### src/rtl/if_scratchpad_ctrl.sv
// IF scratchpad: circular buffer for one input-feature row plus a sliding-window
// read controller that feeds the convolution datapath and reports handshake status.
module if_scratchpad_ctrl #(
  parameter int DATA_W = 16,
  parameter int DEPTH  = 16,
  parameter int ADDR_W = 4,
  parameter int LEN_W  = 8
) (
  input  logic              clk,
  input  logic              rst,
  input  logic              ld_params,
  input  logic [LEN_W-1:0]  if_len,
  input  logic [LEN_W-1:0]  filt_size,
  input  logic [LEN_W-1:0]  stride,
  input  logic              wr_en,
  input  logic [DATA_W-1:0] wr_data,
  output logic              wr_full,
  input  logic              r_next_IF,
  input  logic              read_data,
  input  logic              clr_addr,
  output logic [DATA_W-1:0] rd_data,
  output logic              rd_valid,
  output logic              wait_data,
  output logic              valid_start_addr,
  output logic              at_end_data
);
  localparam int CNT_W = ADDR_W + 1;
  localparam int CW    = ((LEN_W > CNT_W) ? LEN_W : CNT_W) + 2;

  logic [DATA_W-1:0] mem [DEPTH];
  logic [ADDR_W-1:0] wr_ptr, start_ptr, rd_ptr;
  logic [LEN_W-1:0]  offset, row_pos;
  logic [CNT_W-1:0]  count;
  logic              row_active;
  logic [LEN_W-1:0]  if_len_q, filt_q, stride_q;

  logic wr_acc, rd_acc, win_done, last_window;
  logic [ADDR_W-1:0] next_start;

  assign wr_full          = (count == CNT_W'(DEPTH));
  assign wait_data        = !row_active || (CW'(offset) >= CW'(count));
  assign valid_start_addr = row_active && (CW'(count) >= CW'(filt_q));

  assign wr_acc      = wr_en && !wr_full && !rst && !clr_addr;
  assign rd_acc      = read_data && !wait_data && !rst && !clr_addr;
  assign win_done    = (CW'(offset) == (CW'(filt_q) - CW'(1)));
  assign last_window = (CW'(row_pos) + CW'(stride_q) + CW'(filt_q)) > CW'(if_len_q);
  assign at_end_data = rd_acc && last_window && win_done;
  assign next_start  = start_ptr + ADDR_W'(stride_q);

  // Parameters survive clr_addr; only a hard reset drops them.
  always_ff @(posedge clk) begin
    if (rst) begin
      if_len_q <= '0;
      filt_q   <= '0;
      stride_q <= '0;
    end else if (ld_params) begin
      if_len_q <= if_len;
      if (filt_size == '0)                 filt_q <= LEN_W'(1);
      else if (filt_size > LEN_W'(DEPTH))  filt_q <= LEN_W'(DEPTH);
      else                                 filt_q <= filt_size;
      stride_q <= (stride == '0) ? LEN_W'(1) : stride;
    end
  end

  always_ff @(posedge clk) begin
    if (wr_acc) mem[wr_ptr] <= wr_data;
  end

  always_ff @(posedge clk) begin
    if (rst || clr_addr) begin
      wr_ptr     <= '0;
      start_ptr  <= '0;
      rd_ptr     <= '0;
      offset     <= '0;
      count      <= '0;
      row_pos    <= '0;
      row_active <= 1'b0;
      rd_valid   <= 1'b0;
      rd_data    <= '0;
    end else begin
      rd_valid <= rd_acc;
      if (rd_acc) rd_data <= mem[rd_ptr];
      if (wr_acc) wr_ptr <= wr_ptr + ADDR_W'(1);
      // Write and window retirement may coincide; fold both into one update.
      count <= count + CNT_W'(wr_acc) - ((rd_acc && win_done) ? CNT_W'(stride_q) : '0);
      if (rd_acc) begin
        if (win_done) begin
          offset    <= '0;
          start_ptr <= next_start;
          rd_ptr    <= next_start;
          row_pos   <= row_pos + stride_q;
          if (last_window) row_active <= 1'b0;
        end else begin
          offset <= offset + LEN_W'(1);
          rd_ptr <= rd_ptr + ADDR_W'(1);
        end
      end
      if (r_next_IF) begin
        row_active <= 1'b1;
        row_pos    <= '0;
      end
    end
  end
endmodule

### config.mk
export PLATFORM = sky130hd
export DESIGN_NAME = if_scratchpad_ctrl
export DESIGN_NICKNAME = d
export VERILOG_FILES = /design/src/rtl/if_scratchpad_ctrl.sv
export SDC_FILE = /design/constraint.sdc
export NUM_CORES = 1
export LEC_CHECK = 0
export ABC_AREA = 1
export ABC_CLOCK_PERIOD_IN_PS = 4700
export CAP_MARGIN = 20
export CORE_ASPECT_RATIO = 1.4
export CORE_UTILIZATION = 60
export CTS_BUF_LIST = sky130_fd_sc_hd__clkbuf_2 sky130_fd_sc_hd__clkbuf_4 sky130_fd_sc_hd__clkbuf_8
export DETAILED_ROUTE_END_ITERATION = 12
export PLACE_DENSITY = 0.79
export SLEW_MARGIN = 10
export SYNTH_ARGS = -nofsm -noshare
export SYNTH_HDL_FRONTEND = slang
export SYNTH_SLANG_ARGS = --single-unit
### constraint.sdc
create_clock -name clk -period 4.7 [get_ports clk]
set_clock_uncertainty 0.05 [all_clocks]
set_input_delay 0.94 -clock clk [delete_from_list [all_inputs] [get_ports clk]]
set_output_delay 0.94 -clock clk [all_outputs]
set_load 0.03 [all_outputs]
==> summary by stage <==
Run status
The flow ran to the end, but the final reports show violations. The checks that failed: negative setup slack.

Global routing
The number of antenna violations at the first check in global routing is 0. Global routing finished with a remaining overflow of 0. The first-pass GRT wire length is 53,800 um. Entering global routing, the biggest net connects 96 pins. For this run, the total global-route usage over all layers was measured as 0.278. The via count of the first global-routing pass came to 10,400.

Floorplanning
The I/O pin total is 68. The die covers 25,300 um2. The die is 135 um wide. The floorplan step set the die height to 188 um. The total core area is around 24,000 um2. For this configuration, the core starts out at a cell density of 0.616. The standard-cell row count is 67.

Routing
The detailed-route via count is around 11,000. The final layout contains routed wiring with a total length of 35,100 um. The detailed-route vias per instance is 5.90.

The count of antenna-violating nets left after detailed routing is 0. Dividing the detail-routed wire length by the instance count gives around 19 um. The pre-antenna-repair detailed-routing pass consisted of 7 iterations.

In this run, the number of DRC markers left after iteration 0 of detailed routing was 760. In the routed design, unresolved DRC markers number 0.

Logic synthesis
The Yosys step of the flow raised 0 warnings. The post-synthesis register bit count is 331. The synthesized design spends more area on one cell type than any other, namely sky130_fd_sc_hd__edfxtp_1. The net count after synthesis is 1,514. Dividing the synthesized area by the synthesized cell count gives 10.5 um2.

Sorting the synthesized cells by area gives the leading types as sky130_fd_sc_hd__edfxtp_1 (52%), sky130_fd_sc_hd__dfxtp_1 (10%), sky130_fd_sc_hd__nor2_1 (6.8%), sky130_fd_sc_hd__o21ai_0 (5.2%), sky130_fd_sc_hd__nand2_1 (4.5%). Synthesis handed over a netlist of 1,405 instances. Of the post-synthesis cell area, the dominant cell type holds 0.519. Of all flip-flops after synthesis, the portion carrying an async set or reset was 0. The share of the Yosys chip area taken by registers is 0.620. In this run the cell area of the synthesized design comes to 14,800 um2. In this run, distinct cell masters in the synthesized netlist total 40. Counting flops with a built-in enable in the synthesized netlist gives between 200 and 300. The most used flip-flop cell after synthesis is sky130_fd_sc_hd__edfxtp_1.

STA
The worst-margin pin slew is between 1 and 1.5 ns. Setup repair after global routing could not meet its margin everywhere. Of the available clock period, the critical path in the final layout requires 1.01.

Based on the critical path, the design can be clocked at up to roughly 210 MHz. The post-layout worst setup margin is -0.0335 ns. The number of endpoints failing setup at the final stage is 1. The final-report hold violation count is 0.

The worst max-slew margin expressed relative to the limit is 0.321. The number of max-slew violations in the final report came to 0. Counting I/O delays and the setup requirement, the final critical path takes approximately 4.7 ns.

Finish
Measured on the finished design, the core utilization comes to 0.707. Of the cells placed in the final design, the portion with a size suffix greater than 1 is 0.115. From synthesis to final layout, the design area changed by 14.7%. The final antenna diode count is 0. The total number of nets in the final design is ~1,600.

Worst setup path
The launching point of the worst reg2reg path is filt_q[0]. The beginning of the critical path is stride_q[1]. The data required time at the worst endpoint is 3.71 ns. The maximum fanout along the worst path is 4. STA classifies the critical path startpoint as a flop.

The termination of the worst setup path is at_end_data. The number of cell instances on the worst register-to-register path is 21. The arrival time at the worst endpoint is between 3 and 4 ns.

In this run the critical register-to-register path is captured at count[4]. The register-to-register path setup slack is 0.82 ns. The class of the most critical setup path is reg -> out.

The worst setup path is captured at a primary output.

Hold path
The worst hold path belongs to the class reg -> reg. The worst hold path begins at if_len_q[7].

Clock network
The buffer levels on the longest clock path is 3. The clock latency of the later-clocked register in the worst-skew pair is 0.58 ns. The number of clock buffers added by TritonCTS is 48.

CTS built an H-tree with a depth of 2. TritonCTS built the clock tree. The TritonCTS sink count is 331.

Clock-pin slew was measured on the worst setup and hold paths at 0.07 ns. The buffer cell driving the clock tree root is sky130_fd_sc_hd__clkbuf_8. In this run, post-CTS hold repair placed 0 buffers.

Job
The max-capacitance violation count is 0.

Placement
The detailed placement HPWL is 21,700 um. The last weighted congestion value of the routability-driven placer is 0.898. Port buffering added 67 buffers.

The worst slack at placement is about 0.37 ns.

Power
The analysis attributes to cell leakage a power of approximately 6.3 nW. For this design the ratio of total power to cell area is between 300 and 400 nW/um2. Across the VDD grid, the largest voltage drop is 356 uV.
[worst min path at each step]
stage | endpoint | slack, ns | cells after the start
floorplan | if_len_q[1] | 0.39 | 2
global placement | if_len_q[6] | 0.40 | 2
detailed placement | if_len_q[7] | 0.41 | 2
CTS | if_len_q[7] | 0.42 | 2
global route | if_len_q[6] | 0.44 | 2
finish | if_len_q[7] | 0.42 | 2
[metal layers]
| metal | vias to the layer above | wire length [um] | GRT usage |
|---|---|---|---|
| met1 | 5173 | 13300 | 0.334 |
| met4 | 0 | 1570 | 0.144 |
| met5 | - | 0 | 0 |
| met2 | 474 | 17900 | 0.481 |
| met3 | 118 | 2370 | 0.0430 |
| li1 | 5085 | - | - |
[flip-flops by register name, indices dropped and copies added, names as in the netlist, 5 cells and up]
signal    flops
row_pos       8
count         5
rd_data      16
mem         256
if_len_q      8
filt_q        8
stride_q      8
offset        8
[cell usage in the layout, fill, tap and decap left out, types with 40 or more instances in the layout]
cell type,netlist,routed
sky130_fd_sc_hd__o21ai_0,155,153
sky130_fd_sc_hd__o32ai_1,40,40
sky130_fd_sc_hd__nor2_1,270,251
sky130_fd_sc_hd__edfxtp_1,256,256
sky130_fd_sc_hd__nand3_1,43,42
sky130_fd_sc_hd__inv_1,92,85
sky130_fd_sc_hd__a21oi_1,57,57
sky130_fd_sc_hd__clkbuf_8,0,56
sky130_fd_sc_hd__clkdlybuf4s50_1,0,66
sky130_fd_sc_hd__dfxtp_1,75,70
sky130_fd_sc_hd__ha_1,50,49
sky130_fd_sc_hd__nand2_1,176,175
[critical path: stages, from the launching register on]
cell and delay [ns]:
sky130_fd_sc_hd__dfxtp_4 0.37, sky130_fd_sc_hd__inv_4 0.05, sky130_fd_sc_hd__fa_1 0.48, sky130_fd_sc_hd__inv_1 0.08, sky130_fd_sc_hd__ha_2 0.18, sky130_fd_sc_hd__inv_2 0.04
sky130_fd_sc_hd__fa_2 0.40, sky130_fd_sc_hd__inv_2 0.08, sky130_fd_sc_hd__a31oi_2 0.08, sky130_fd_sc_hd__xnor2_1 0.14, sky130_fd_sc_hd__ha_1 0.32, sky130_fd_sc_hd__nand2_2 0.08
sky130_fd_sc_hd__o21bai_1 0.18, sky130_fd_sc_hd__nand3_1 0.09, sky130_fd_sc_hd__nand2_1 0.06, sky130_fd_sc_hd__nand2_1 0.08, sky130_fd_sc_hd__o21ai_2 0.07, sky130_fd_sc_hd__nand2_1 0.11
sky130_fd_sc_hd__nand3_2 0.09, sky130_fd_sc_hd__inv_2 0.06, sky130_fd_sc_hd__buf_6 0.12
[logic make-up after synthesis]
family                     share of synthesized area
DFF                                            0.620
buffers and inverters                         0.0453
adders and majority gates                     0.0584
and+or+nand+nor                                0.144
AOI/OAI and AO/OA                              0.118
xor gates and xnor gates                      0.0142
[Yosys cell counts (all sizes together) (8+ instances only)]
cell type,instances
nor2,275
edfxtp,256
nand2,178
o21ai,165
inv,98
dfxtp,75
a21oi,57
ha,50
nand3,45
o32ai,40
clkbuf,37
buf,29
o211ai,28
xor2,13
fa,12
xnor2,11
nor3,8
[layout make-up]
class | count | area, um2
multi-input cells | 908 | 5030
flip-flops and latches | 331 | 9200
well taps | 310 | 388
fillers | 1687 | 7060
inverters | 100 | 379
repair buffers | 102 | 935
clock inverters | 15 | 159
clock buffers | 74 | 906
[what timing repair did]
item / CTS / global route
gates resized for setup: 9 / 12
endpoints found under the setup margin: 1 / 1
pin swaps: 1 / 7
buffers inserted: 0 / 6
[metrics by stage]
step | instances | TNS [ns] | hold slack [ns] | cell area [um2] | total power, mW
final | 1840 | -0.0335 | 0.417 | 17000 | 5.89
after global routing | 1840 | -0.173 | 0.439 | 17000 | 6.06
after CTS | 1834 | 0 | 0.417 | 16900 | 5.90
after detailed placement | 1745 | 0 | 0.408 | 15900 | 3.46
after global placement | 1745 | 0 | 0.404 | 15900 | 3.45
after floorplan | 1405 | 0 | 0.389 | 14800 | 3.35
[where the power goes]
part | internal [mW] | switching [mW] | leakage (nW)
registers | 3.17 | 0.0146 | 2.91
logic | 0.0924 | 0.140 | 2.84
clock network | 1.40 | 1.08 | 0.572
No activity file was read; power rests on OpenSTA's default activity.
==> RTL change, RTL diff (same settings) <==
`ADDR_W`: 4 -> 3.
--- a/src/rtl/if_scratchpad_ctrl.sv
+++ b/src/rtl/if_scratchpad_ctrl.sv
@@ -3,7 +3,7 @@
 module if_scratchpad_ctrl #(
   parameter int DATA_W = 16,
   parameter int DEPTH  = 16,
-  parameter int ADDR_W = 4,
+  parameter int ADDR_W = 3,
   parameter int LEN_W  = 8
 ) (
   input  logic              clk,
Formal check against the unedited RTL: not equivalent (a bounded check fails within 4 cycles, from zero or initial values and one cycle with rst high).
==> RTL change against the unedited design <==
- synthesized area fell by 38%
- largest power group unchanged
- sequential share of layout area fell by 4.4 points
- synthesized cell count fell by 34%
- hold slack got worse by 0.016 ns
- wire length fell by 41%
- sequential cell count fell by 132
- final area fell by 38%
- clock power fell by 56%
- total power fell by 47%
- sequential power fell by 41%
- highest routed layer unchanged
- first-iteration DRC count fell by 40%
- critical path type unchanged
- worst setup slack improved by 0.22 ns
==> RTL change: results (changes against the unedited design) <==
stage,metric,value,unit,change
place,dp_slack,0.557,ns,was 0.368 ns
drt,firstDrtPassIters,5,,was 7
min_path,min_from,start_ptr[1]$_SDFFE_PP0N_,,was if_len_q[7]$_SDFFE_PP0P_
layout,clock_area_frac,0.0382,,was 0.0626
place,placed_cell_area,10100,um^2,was 15900 um^2
place,gp_congestion,0.946,,was 0.898
place,dp.cells,1160,,was 1745
place,hpwl,14000,um,was 21700 um
clock_tree,cts_buffer_depth,2,,was 3
critical_path,startpoint,filt_q[1]$_SDFFE_PP0P_,,was stride_q[1]$_SDFFE_PP0P_
layout,top_regs,"mem x128, rd_data x16",,"was mem x256, rd_data x16"
logic_synthesis,synth-compound-area-share,0.110,,was 0.118
global_routing,grt_max_degree,68,,was 96
timing,whs,0.401,ns,was 0.417 ns
critical_path,cp_slowest_stage_delay,0.46,ns,was 0.48 ns
timing,max_slew_margin,0.293,,was 0.321
clock_tree,cts.clk_slew.worst_paths,0.11,ns,was 0.07 ns
critical_path,reg2reg_slack,1.24,ns,was 0.82 ns
global_routing,grt_pass1_vias,6642,,was 10417
min_path,worstHoldEndpoint,start_ptr[1]$_SDFFE_PP0N_,,was if_len_q[7]$_SDFFE_PP0P_
layout,drive_above_1_share,0.0836,,was 0.115
critical_path,rr_endpoint,count[3]$_SDFF_PP0_,,was count[4]$_SDFF_PP0_
layout,nets,1092,,was 1600
layout,seq_cells,199,,was 331
global_routing,grt_pass1_wl,32600,um,was 53800 um
logic_synthesis,synth.area.top_cells,"edfxtp_1 (42%), dfxtp_1 (15%), nor2_1 (5.7%)",,"was edfxtp_1 (52%), dfxtp_1 (10%), nor2_1 (6.8%)"
logic_synthesis,synth-seq-area-share,0.570,,was 0.620
clock_tree,insertion_delay,0.48,ns,was 0.58 ns
die,num_rows,53,,was 67
clock_tree,cts_resized,0,,was 9
clock_tree,htreeDepth,4,,was 2
drt,num_vias,6788,,was 10850
layout,area_growth_syn_to_layout,14.8,%,was 14.7%
pwr,leakage,4.04,nW,was 6.32 nW
logic_synthesis,synth_edf_count,128,,was 256
critical_path,worstRegToRegCells,20,,was 21
layout,num-multi-input-gates,594,,was 908
global_routing,gr-usage-all-layers,0.275,,was 0.278
logic_synthesis,synthAdderAreaFrac,0.0815,,was 0.0584
layout,buffers_excl_clock,85,,was 102
layout,regArea,5270,um^2,was 9200 um^2
drt,via_per_inst,5.67,,was 5.90
layout,multi_input_area_share,0.330,,was 0.296
drt,finalWirelength,20900,um,was 35100 um
layout,bufAreaShareNonClock,0.0785,,was 0.0550
status,status,completed,,was finished with violations
logic_synthesis,synthCells,924,,was 1405
logic_synthesis,yosysUniqueCellTypes,38,,was 40
critical_path,cp.arrival,3.53,ns,was 3.74 ns
clock_tree,cts_buffers,17,,was 48
layout,nNonClkInverters,95,,was 100
drt,drt_iter0_markers,458,,was 760
logic_synthesis,synthXorXnorAreaFrac,0.0227,,was 0.0142
layout,num-fill-cells,1125,,was 1687
RTL change: cell types whose count changed after synthesis, sizes merged, moves of 13 or more:
cell,before,now
o21ai,165,79
nand3,45,30
nand2,178,137
buf,29,10
edfxtp,256,128
o32ai,40,27
nor2,275,147
a21oi,57,41
a31oi,2,15
o211ai,28,0
RTL change: how the worst max path moves through the flow:
stage	endpoint	slack, ns
2_1_floorplan	at_end_data	0.80
3_3_place_gp	at_end_data	0.66
3_5_place_dp	at_end_data	0.56
4_1_cts	at_end_data	0.02
5_1_grt	at_end_data	-0.02
6_report	at_end_data	0.18
RTL change: where the power goes:
part,internal [mW],switching (mW),total [mW]
clock network,0.406,0.673,1.08
logic,0.0796,0.0981,0.178
registers,1.87,0.0108,1.88
RTL change: per-layer routing:
metal | share of wire | track usage | vias up
met5 | 0 | 0 | -
met4 | 0.043 | 0.151 | 0
met3 | 0.051 | 0.0467 | 61
met2 | 0.53 | 0.503 | 215
met1 | 0.38 | 0.301 | 3201
li1 | - | - | 3311
